File: src/rtl/data_sender.sv
// data_sender: serialises one wide word into a stream of bytes for a byte-wide
// transmitter (e.g. a UART TX). A start request captures dataIn; each done
// pulse from the transmitter advances to the next byte. New data is refused
// until the final byte of the current word is being presented.
//
// Ports:
//   clk                rising-edge clock
//   rst                synchronous reset, active-low (0 = reset)
//   dataIn             word to transmit, sampled only when a start is accepted
//   transmissionStart  request to capture dataIn and begin sending
//   transmissionDone   1-cycle pulse from the transmitter: current byte sent
//   dataOut            byte presented to the transmitter (registered)
//   busy               word in flight and not yet on its last byte (registered)
//   lastByte           dataOut holds the final byte of the word (registered)
//
// Configuration macro:
//   DATA_SENDER_MSB_FIRST_EN  defined: most-significant byte first;
//                             undefined (default): least-significant byte first.
module data_sender #(
    parameter int unsigned BYTES      = 5,
    parameter int unsigned BYTE_WIDTH = 8
) (
    input  logic                        clk,
    input  logic                        rst,
    input  logic [BYTES*BYTE_WIDTH-1:0] dataIn,
    input  logic                        transmissionStart,
    input  logic                        transmissionDone,
    output logic [BYTE_WIDTH-1:0]       dataOut,
    output logic                        busy,
    output logic                        lastByte
);

    localparam int unsigned IDX_W = (BYTES > 1) ? $clog2(BYTES) : 1;
    localparam logic [IDX_W-1:0] LAST_IDX = IDX_W'(BYTES - 1);

    typedef enum logic {
        IDLE,
        SEND
    } state_t;

    state_t                        state;
    logic [BYTES*BYTE_WIDTH-1:0]   holding;
    logic [IDX_W-1:0]              index;
    logic [IDX_W-1:0]              sel;
    logic [BYTE_WIDTH-1:0]         cur_byte;
    logic                          at_last;

    assign at_last = (index == LAST_IDX);

    // Byte selected from the holding register for the current index.
    always_comb begin
`ifdef DATA_SENDER_MSB_FIRST_EN
        sel = LAST_IDX - index;
`else
        sel = index;
`endif
        cur_byte = '0;
        for (int unsigned i = 0; i < BYTES; i++) begin
            if (sel == IDX_W'(i)) begin
                cur_byte = holding[i*BYTE_WIDTH +: BYTE_WIDTH];
            end
        end
    end

    // Outputs are a registered view of the state/index/holding of the
    // previous cycle, so dataOut, busy and lastByte always change together.
    // In IDLE, index only equals LAST_IDX after a completed word (reset and
    // start both clear it), which is exactly when lastByte must stay high.
    always_ff @(posedge clk) begin
        if (!rst) begin
            state    <= IDLE;
            holding  <= '0;
            index    <= '0;
            dataOut  <= '0;
            busy     <= 1'b0;
            lastByte <= 1'b0;
        end else begin
            dataOut  <= cur_byte;
            busy     <= (state == SEND) && !at_last;
            lastByte <= at_last;

            case (state)
                IDLE: begin
                    if (transmissionStart) begin
                        holding <= dataIn;
                        index   <= '0;
                        state   <= SEND;
                    end
                end
                SEND: begin
                    // On the last byte a start beats a simultaneous done.
                    if (at_last && transmissionStart) begin
                        holding <= dataIn;
                        index   <= '0;
                    end else if (transmissionDone) begin
                        if (at_last) begin
                            state <= IDLE;
                        end else begin
                            index <= index + 1'b1;
                        end
                    end
                end
                default: state <= IDLE;
            endcase
        end
    end

endmodule

File: config.mk
export PLATFORM = sky130hd
export DESIGN_NAME = data_sender
export DESIGN_NICKNAME = d
export VERILOG_FILES = /design/src/rtl/data_sender.sv
export SDC_FILE = /design/constraint.sdc
export NUM_CORES = 1
export LEC_CHECK = 0
export ABC_AREA = 1
export BUFFER_PORTS_ARGS = -buffer_cell sky130_fd_sc_hd__buf_2
export CORE_ASPECT_RATIO = 1.2
export CORE_MARGIN = 4
export CORE_UTILIZATION = 53
export DETAILED_ROUTE_END_ITERATION = 7
export GPL_TIMING_DRIVEN = 0
export PLACE_DENSITY = 0.79
export SLEW_MARGIN = 10
export SYNTH_ARGS = -nofsm -noshare
export SYNTH_HDL_FRONTEND = slang
export SYNTH_SLANG_ARGS = --single-unit
export TNS_END_PERCENT = 100
File: constraint.sdc
create_clock -name clk -period 1.9 [get_ports clk]
set_input_delay 0.095 -clock clk [delete_from_list [all_inputs] [get_ports clk]]
set_output_delay 0.095 -clock clk [all_outputs]
set_load 0.02 [all_outputs]
==> results of run 1 <==
path summary, 6_finish.rpt:
check,to,from,cells past startpoint,slack [ns]
worst max-delay path,dataOut[0]$_SDFF_PN0_,index[2]$_SDFFE_PN0P_,8,0.16
worst min-delay path,holding[39]$_SDFFE_PN0P_,dataIn[39],3,0.02
worst max register to register,dataOut[0]$_SDFF_PN0_,index[2]$_SDFFE_PN0P_,8,0.16
worst min register to register,holding[0]$_SDFFE_PN0P_,holding[0]$_SDFFE_PN0P_,2,0.46
logic make-up (layout without fill, tap and decap cells):
family / after synthesis / after routing / synth area share, %
AND/OR/NAND/NOR: 135 / 135 / 23.7
buffers and inverters: 60 / 120 / 11.0
flip-flops: 54 / 54 / 45.8
adder cells (fa/ha/maj): 5 / 5 / 2.65
AO/OA/AOI/OAI: 79 / 79 / 16.8
per-layer routing:
metal  global-route usage [%]  wire (µm)  vias up
met3                     4.98        326       12
met5                        0          0        -
met1                     26.2       2450      929
li1                         -          -     1170
met2                     33.9       2510       63
met4                     7.99        138        0
layout make-up:
type                       count  share of cell area (%)
buffer                        17                    3.55
clock buffer                   5                    2.47
clock inverter                 2                   0.539
inverter                      43                    5.93
multi-input combinational    219                    36.7
sequential                    54                    38.8
tap                           56                    2.52
timing repair buffer          53                    9.52
per-stage QoR:
stage	instances	area [µm²]	setup WS (ns)	util, %
after CTS	449	2780	0.166	64.8
after global routing	449	2790	0.0108	64.9
after global placement	442	2700	0.221	62.8
after floorplan	333	2360	0.438	-
final	449	2790	0.156	64.9
after detailed placement	442	2700	0.184	62.8
synth_stat cells:
master / number / area, µm²
a21oi_1: 28 / 140
a22oi_1: 1 / 7.51
buf_1: 1 / 3.75
buf_2: 3 / 15.0
buf_6: 4 / 45.0
clkbuf_1: 8 / 30.0
clkbuf_2: 1 / 5.00
clkinv_1: 2 / 7.51
dfxtp_1: 54 / 1080
ha_1: 5 / 62.6
inv_1: 40 / 150
inv_2: 1 / 3.75
nand2_1: 50 / 188
nand2_4: 3 / 33.8
nand3_1: 20 / 100
nand3b_1: 1 / 7.51
nor2_1: 60 / 225
nor2_2: 1 / 6.26
o21ai_0: 50 / 250
sequential cells by signal, indices dropped and copies added (netlist names):
register / flops
dataOut: 8
busy: 1
index: 3
lastByte: 1
state: 1
holding: 40
worst min-delay path, stage by stage:
cell	delay, ns
buf_2	0.07
o21ai_0	0.07
nor2_1	0.07
power by group:
part	switching, mW	internal, mW
Sequential	0.0537	1.25
Combinational	0.333	0.196
Clock	0.368	0.252
repair_timing:
action	4_1_cts	5_1_grt
setup buffers	0	0
setup endpoints to repair	0	1
endpoints found under the hold margin	0	0
gates resized for setup	0	1
==> results.cfg, run 1 <==
[clock_tree]
numClockSinks = 54
clockBufferDepth = 2
cts_tree = done
root_buffer = clkbuf_8
clk_pin_slew_ns = 0.10
insertion_delay_ns = 0.31
h-tree-depth = 2
cts_hold_buf = 0
numCtsBuffers = 5

[timing]
relSlewSlack_pct = 69.5
slew_viol_final = 0
fmax_mhz = 573
fin_crit_sh_pct = 91.8
holdWs_ns = 0.0250
period_minus_slack_ns = 1.74
worst_pin_slew_ns = 0.456
finalSetupViolCount = 0
finalHoldViolCount = 0
fin_worst_skew_ns = 0.00938
rsz0062_at_grt = false
tns_ns = 0

[synthesis]
synth_area_mm2 = 0.00236
synthDistinctLibCells = 19
seq_area_frac_synth_pct = 45.8
mappedNetlistNets = 382
ys_warn_count = 0
synth_seq_cells = 54
syn_inst = 333
syn_avg_cell_area_um2 = 7.09

[hold_path]
hp-class = input port to flop

[setup_path]
cpMostUsedCell = nand2_1
cp_cell_sequence = clkinvlp_4 > ha_1 > buf_2 > clkinv_1 > nand2_1 > inv_1 > nand2_1 > a21oi_1
worst-path-buf-inv = 4
required_ns = 2.14
critPathLaunchType = flop
critPathTopFamily = buffers and inverters
critPathKind = flop to flop
crit_arrival_ns = 1.98
worstPathMaxFanout = 10
critical_path.max_stage_delay_ns = 0.51
cpMaxStageDelayCell = dfxtp_1
setup.worst_path.end_class = flop

[layout]
area_delta_synth_final_pct = 17.9
final_cell_mix = nor2_1 (60), buf_2 (56), dfxtp_1 (54), nand2_1 (50), o21ai_0 (50)
antenna_cells = 0
nets = 442
multi_input_comb_area_mm2 = 0.00102
regArea_mm2 = 0.00108
fillCellCount = 429
layout_commonest_cell = nor2_1
layout-drive-gt1-share_pct = 18.8

[floorplanning]
start_util_pct = 55.0
core_mm2 = 0.00429
rows = 26
ios = 54
die_area_mm2 = 0.00559
die_x_um = 68.9
dieHeight_um = 81.1

[drt]
firstDrtPassIters = 4
drt_wl_total_um = 5430
drc = 0
ant_nets = 0
drt_iter0_drc = 157
dr_total_vias = 2174
routedWlPerCell_um = 12.1
vias_per_cell = 4.84

[pwr]
p_per_area_mw_per_mm2 = 879
p_total_mw = 2.45
ir_worst_vdd_uv = 480
p_leak_nw = 1.34

[global_routing]
grt_max_degree = 17
antenna_found_initial = 0
grt_pass1_wl_um = 8640
grt_pass1_vias = 1981
gr-total-overflow = 0
track_usage_pct = 20.8

[placement]
portBuffers = 53
dp_hpwl_um = 4180
place_congestion = 0.854

[run]
maxCapViolations = 0

[run_status]
status = completed
Power figures use the tool's default switching activity.
==> run 2: changes to the inputs <==
--- a/config.mk
+++ b/config.mk
@@ -9,10 +9,10 @@
 export BUFFER_PORTS_ARGS = -buffer_cell sky130_fd_sc_hd__buf_2
 export CORE_ASPECT_RATIO = 1.2
 export CORE_MARGIN = 4
-export CORE_UTILIZATION = 53
+export CORE_UTILIZATION = 48
 export DETAILED_ROUTE_END_ITERATION = 7
 export GPL_TIMING_DRIVEN = 0
-export PLACE_DENSITY = 0.79
+export PLACE_DENSITY = 0.75
 export SLEW_MARGIN = 10
 export SYNTH_ARGS = -nofsm -noshare
 export SYNTH_HDL_FRONTEND = slang
==> constraint.sdc (replaced) <==
create_clock -name clk -period 1.4 [get_ports clk]
set_input_delay 0.07 -clock clk [delete_from_list [all_inputs] [get_ports clk]]
set_output_delay 0.07 -clock clk [all_outputs]
set_load 0.02 [all_outputs]
==> run 2 against run 1 <==
Effect of this change:
- the flow now finishes with violations (hold timing)
- first-iteration DRC count unchanged
- power up 43%
- critical path depth did not move
- core utilization decreased by 1.3 points
- global-route usage decreased by 1.9 points
- sequential cell count did not move
- wire length grew 2.6%
- clock-buffer cell count increased by 2
==> results.cfg, run 2 (same netlist as run 1, synthesis figures left out) <==
[layout]
largest_reg_flops = 40
area_delta_synth_final_pct = 25.5
antenna_cells = 0
design_area_mm2 = 0.00296
fillCellCount = 420
regMostFlops = holding
final_cell_mix = nor2_1 (57), buf_2 (53), dfxtp_1 (51), nand2_1 (50), inv_1 (37)
layout-drive-gt1-share_pct = 24.4
final_cells = 452
reg_top3 = holding: 40 flops, dataOut: 8 flops, index: 3 flops
layout_commonest_cell = nor2_1
nets = 442

[hold_path]
hold_depth = 3
hold_path_end = holding[29]$_SDFFE_PN0P_
hp-class = input port to flop
min-delay-start = dataIn[29]

[drt]
firstDrtPassIters = 4
routedWlPerCell_um = 12.3
vias_per_cell = 4.92
drt_iter0_drc = 157
dr_total_vias = 2225
ant_nets = 0
drc = 0
drt_wl_total_um = 5570

[setup_path]
reg2reg_from = index[0]$_SDFFE_PN0P_
crit_arrival_ns = 1.54
worstPathMaxFanout = 10
reg2reg_slack_ns = 0.07
rr_worst_depth = 8
required_ns = 1.61
critPathKind = flop to flop
r2r-end = holding[17]$_SDFFE_PN0P_
setup.worst_path.end_class = flop
critPathLaunchType = flop

[timing]
relSlewSlack_pct = 74.9
rsz0062_at_grt = false
finalHoldViolCount = 5
fin_crit_sh_pct = 95.0
period_minus_slack_ns = 1.33
holdWs_ns = -0.00880
layout_setup_ws_ns = 0.0697
slew_viol_final = 0
finalSetupViolCount = 0
tns_ns = 0
worst_pin_slew_ns = 0.377
fmax_mhz = 752
fin_worst_skew_ns = 0.00686

[pwr]
clkPwrFrac_pct = 25.4
ir_worst_vdd_uv = 689
p_int_mw = 2.43
sw_frac_of_total_pct = 30.4
power_frac_seq_pct = 50.6
p_per_area_mw_per_mm2 = 1180
p_leak_nw = 1.39
power_frac_comb_pct = 24.0
p_switching_mw = 1.06

[placement]
portBuffers = 53
post-place-cells = 444
place_congestion = 0.853
pre_cts_ws_ns = -0.317
placed_area_mm2 = 0.00270
dp_hpwl_um = 4200

[global_routing]
grt_max_degree = 17
grt_pass1_vias = 2017
grt_pass1_wl_um = 9030
antenna_found_initial = 0
gr-total-overflow = 0
track_usage_pct = 18.8

[floorplanning]
ios = 54
start_util_pct = 50.7
rows = 27
die_area_mm2 = 0.00611
die_x_um = 72.0
dieHeight_um = 84.9
core_mm2 = 0.00466

[clock_tree]
h-tree-depth = 2
cts_tree = done
numCtsBuffers = 5
clk_pin_slew_ns = 0.09
insertion_delay_ns = 0.31
numClockSinks = 54
clockBufferDepth = 2
cts_hold_buf = 0
root_buffer = clkbuf_8

[run]
maxCapViolations = 0

[run_status]
violations = hold timing
status = finished, violations left
## run 2: cell types whose count changed in the layout (fill, tap and decap cells not counted), sizes merged
cell      previous run  this run
clkinv               1         2
inv                 41        42
buf                 61        63
clkinvlp             3         0
## run 2: routing by layer
layer / share of wire [%] / up-vias / track usage, %
met2: 48 / 60 / 31.4
met4: 2.7 / 0 / 8.38
met5: 0 / - / 0
met3: 4.6 / 11 / 4.03
met1: 45 / 982 / 23.1
li1: - / 1172 / -
## run 2: cell type report
| type | instances | area (µm²) | area share, % |
|---|---|---|---|
| Buffer | 14 | 123 | 4.14 |
| Clock buffer | 7 | 86.3 | 2.91 |
| Clock inverter | 1 | 5.00 | 0.169 |
| Inverter | 43 | 174 | 5.87 |
| Multi-Input combinational cell | 219 | 1110 | 37.5 |
| Sequential cell | 54 | 1090 | 36.9 |
| Tap cell | 58 | 72.6 | 2.45 |
| Timing Repair Buffer | 56 | 300 | 10.1 |
## run 2: worst max-delay path by stage
| stage | startpoint | to | slack [ns] | cells past startpoint |
|---|---|---|---|---|
| 2_1_floorplan | index[0]$_SDFFE_PN0P_ | holding[10]$_SDFFE_PN0P_ | 0.005 | 8 |
| 3_3_place_gp | index[0]$_SDFFE_PN0P_ | holding[8]$_SDFFE_PN0P_ | -0.25 | 8 |
| 3_5_place_dp | index[0]$_SDFFE_PN0P_ | holding[35]$_SDFFE_PN0P_ | -0.32 | 8 |
| 4_1_cts | index[0]$_SDFFE_PN0P_ | dataOut[7]$_SDFF_PN0_ | 0.01 | 7 |
| 5_1_grt | index[0]$_SDFFE_PN0P_ | dataOut[7]$_SDFF_PN0_ | 0.001 | 10 |
| 6_report | index[0]$_SDFFE_PN0P_ | holding[17]$_SDFFE_PN0P_ | 0.07 | 8 |
## run 2: power by group through the flow
stage | registers (mW) | logic [mW] | clock network, mW
floorplan | 1.83 | 0.451 | 0
global placement | 1.79 | 0.702 | 0
detailed placement | 1.80 | 0.714 | 0
CTS | 1.76 | 0.786 | 0.901
global route | 1.78 | 0.942 | 0.963
finish | 1.77 | 0.838 | 0.886
## run 2: worst max-delay path: stages, from the launching register on
cell,delay (ns)
dfxtp_4,0.37
inv_4,0.07
ha_4,0.17
nand2_8,0.08
nand2_8,0.08
nand2_8,0.07
clkbuf_8,0.17
o21ai_0,0.16
a21oi_1,0.06
## run 2: metrics by stage
stage	utilization [%]	total power, mW
floorplan	-	2.28
global placement	57.9	2.49
detailed placement	57.9	2.51
CTS	61.9	3.45
global route	63.6	3.69
finish	63.6	3.49
## run 2: repair_timing
action / in CTS / in global routing
gates resized for setup: 28 / 35
pin swaps: 2 / 3
setup endpoints to repair: 51 / 44
gates cloned: 0 / 0
buffers inserted: 2 / 1
==> run 3: changes to the inputs <==
--- a/config.mk
+++ b/config.mk
@@ -8,10 +8,9 @@
 export ABC_AREA = 1
 export BUFFER_PORTS_ARGS = -buffer_cell sky130_fd_sc_hd__buf_2
 export CORE_ASPECT_RATIO = 1.2
-export CORE_MARGIN = 4
 export CORE_UTILIZATION = 48
 export DETAILED_ROUTE_END_ITERATION = 7
-export GPL_TIMING_DRIVEN = 0
+export GPL_TIMING_DRIVEN = 1
 export PLACE_DENSITY = 0.75
 export SLEW_MARGIN = 10
 export SYNTH_ARGS = -nofsm -noshare
==> run 3 against run 2 <==
Effect of this change:
- first-iteration DRC count decreased by 53%
- die area decreased by 15%
- critical path depth is the same
- combinational power decreased by 4.2%
- clock skew increased by 0.0028 ns
- clock power rose by 6.9%
- sequential power hardly changed
- critical path type unchanged
- sequential cell count did not move
- clock-buffer cell count stayed put
- final cell count fell by 0.22%
- non-clock buffer count decreased by 3
- the flow still finishes with violations (hold timing)
- register-to-register slack worse by 0.05 ns
==> results.cfg, run 3 (same netlist as run 1, synthesis figures left out) <==
[floorplanning]
die_area_mm2 = 0.00521
ios = 54
rows = 27
start_util_pct = 50.7
core_mm2 = 0.00466
dieHeight_um = 78.9
die_x_um = 66.0

[drt]
drt_iter0_drc = 74
drc = 0
met3WireLength_um = 210
ant_nets = 0
dr_total_vias = 2165
firstDrtPassIters = 5
dr_wl_met2_um = 2530
routedWlPerCell_um = 11.6
drt-met1-wl_um = 2390
drt_wl_total_um = 5230
vias_per_cell = 4.80
top_layer = met4

[setup_path]
setup.worst_path.end_class = flop
critical_path.max_stage_delay_ns = 0.35
critPathKind = flop to flop
crit_arrival_ns = 1.58
required_ns = 1.60
cpMostUsedCell = nand2_4
critPathLaunchType = flop
cp_cell_sequence = inv_2 > ha_4 > nand2_4 > nand2_4 > nand2_8 > bufbuf_16 > o21ai_1 > nor2_1
worstPathMaxFanout = 19
cpMaxStageDelayCell = dfxtp_2

[global_routing]
gr-total-overflow = 0
track_usage_pct = 21.8
antenna_found_initial = 0
grt_pass1_vias = 1991
grt_max_degree = 24
grt_pass1_wl_um = 8760

[timing]
period_minus_slack_ns = 1.38
worst_pin_slew_ns = 0.352
fin_crit_sh_pct = 98.8
holdWs_ns = -0.00448
fin_worst_skew_ns = 0.00963
finalSetupViolCount = 0
fmax_mhz = 723
relSlewSlack_pct = 76.3
slew_viol_final = 0
rsz0062_at_grt = true
finalHoldViolCount = 1

[layout]
layout-drive-gt1-share_pct = 25.4
antenna_cells = 0
nets = 441
regMostFlops = holding
layout_commonest_cell = nor2_1
area_delta_synth_final_pct = 25.0
final_cells = 451
design_area_mm2 = 0.00295
reg_top3 = holding: 40 flops, dataOut: 8 flops, index: 3 flops
fin_util_pct = 63.3
fillCellCount = 425
final_cell_mix = nor2_1 (58), buf_2 (53), dfxtp_1 (51), nand2_1 (49), o21ai_0 (41)
largest_reg_flops = 40

[run]
maxCapViolations = 0

[placement]
dp_hpwl_um = 3740
place_congestion = 0.880
post-place-cells = 435
portBuffers = 53
placed_area_mm2 = 0.00269

[clock_tree]
numCtsBuffers = 5
clk_pin_slew_ns = 0.09
h-tree-depth = 2
clockBufferDepth = 2
numClockSinks = 54
insertion_delay_ns = 0.30
root_buffer = clkbuf_8
cts_tree = done

[pwr]
ir_worst_vdd_uv = 602
p_leak_nw = 1.40
p_per_area_mw_per_mm2 = 1190

[run_status]
violations = hold timing
status = finished, violations left

[hold_path]
hp-class = input port to flop
## run 3: metal layers
layer / track usage [%] / vias up
met5: 0 / -
met4: 6.81 / 0
met3: 3.88 / 10
met2: 37.3 / 45
met1: 27.2 / 944
li1: - / 1166
## run 3: area by class of cell
type / count / area (µm²) / share of cell area, %
inverter: 43 / 171 / 5.81
clock inverter: 1 / 8.76 / 0.297
timing repair inverter: 1 / 5.00 / 0.169
multi-input combinational: 220 / 1090 / 36.8
sequential: 54 / 1090 / 36.8
clock buffer: 7 / 96.3 / 3.26
tap: 58 / 72.6 / 2.46
timing repair buffer: 67 / 425 / 14.4
## run 3: timing repair
action	in CTS	in global routing
setup buffers	2	1
hold endpoints to repair	2	0
gates resized for setup	12	22
endpoints found under the setup margin	49	34
cloned	1	2
hold buffers	2	0
pin swaps	1	1
## run 3: stage by stage
stage	setup WS (ns)	setup TNS (ns)	power (mW)
2_1_floorplan	0.00453	0	2.28
3_5_place_dp	-0.128	-3.91	2.50
3_3_place_gp	-0.0530	-1.25	2.49
4_1_cts	0.00645	0	3.49
6_report	0.0162	0	3.52
5_1_grt	-0.0661	-0.595	3.73
## run 3: critical path, delay by kind of cell, from the launching register on
| kind | cells | cell delay [ns] |
|---|---|---|
| fa+ha+maj | 1 | 0.15 |
| compound gates | 1 | 0.12 |
| flops | 1 | 0.35 |
| simple gates | 4 | 0.28 |
| buf+inv | 2 | 0.37 |
## run 3: power by group
group	internal [mW]	switching, mW	leakage (nW)
Clock	0.454	0.493	0.0544
Sequential	1.69	0.0773	0.448
Combinational	0.331	0.472	0.902
## run 3: path summary, 6_finish.rpt
kind | cells after the start | slack [ns] | start | to
setup / recovery | 8 | 0.02 | index[0]$_SDFFE_PN0P_ | holding[11]$_SDFFE_PN0P_
hold / removal | 3 | -0.004 | dataIn[29] | holding[29]$_SDFFE_PN0P_
setup reg to reg | 8 | 0.02 | index[0]$_SDFFE_PN0P_ | holding[11]$_SDFFE_PN0P_
hold reg to reg | 2 | 0.46 | holding[0]$_SDFFE_PN0P_ | holding[0]$_SDFFE_PN0P_
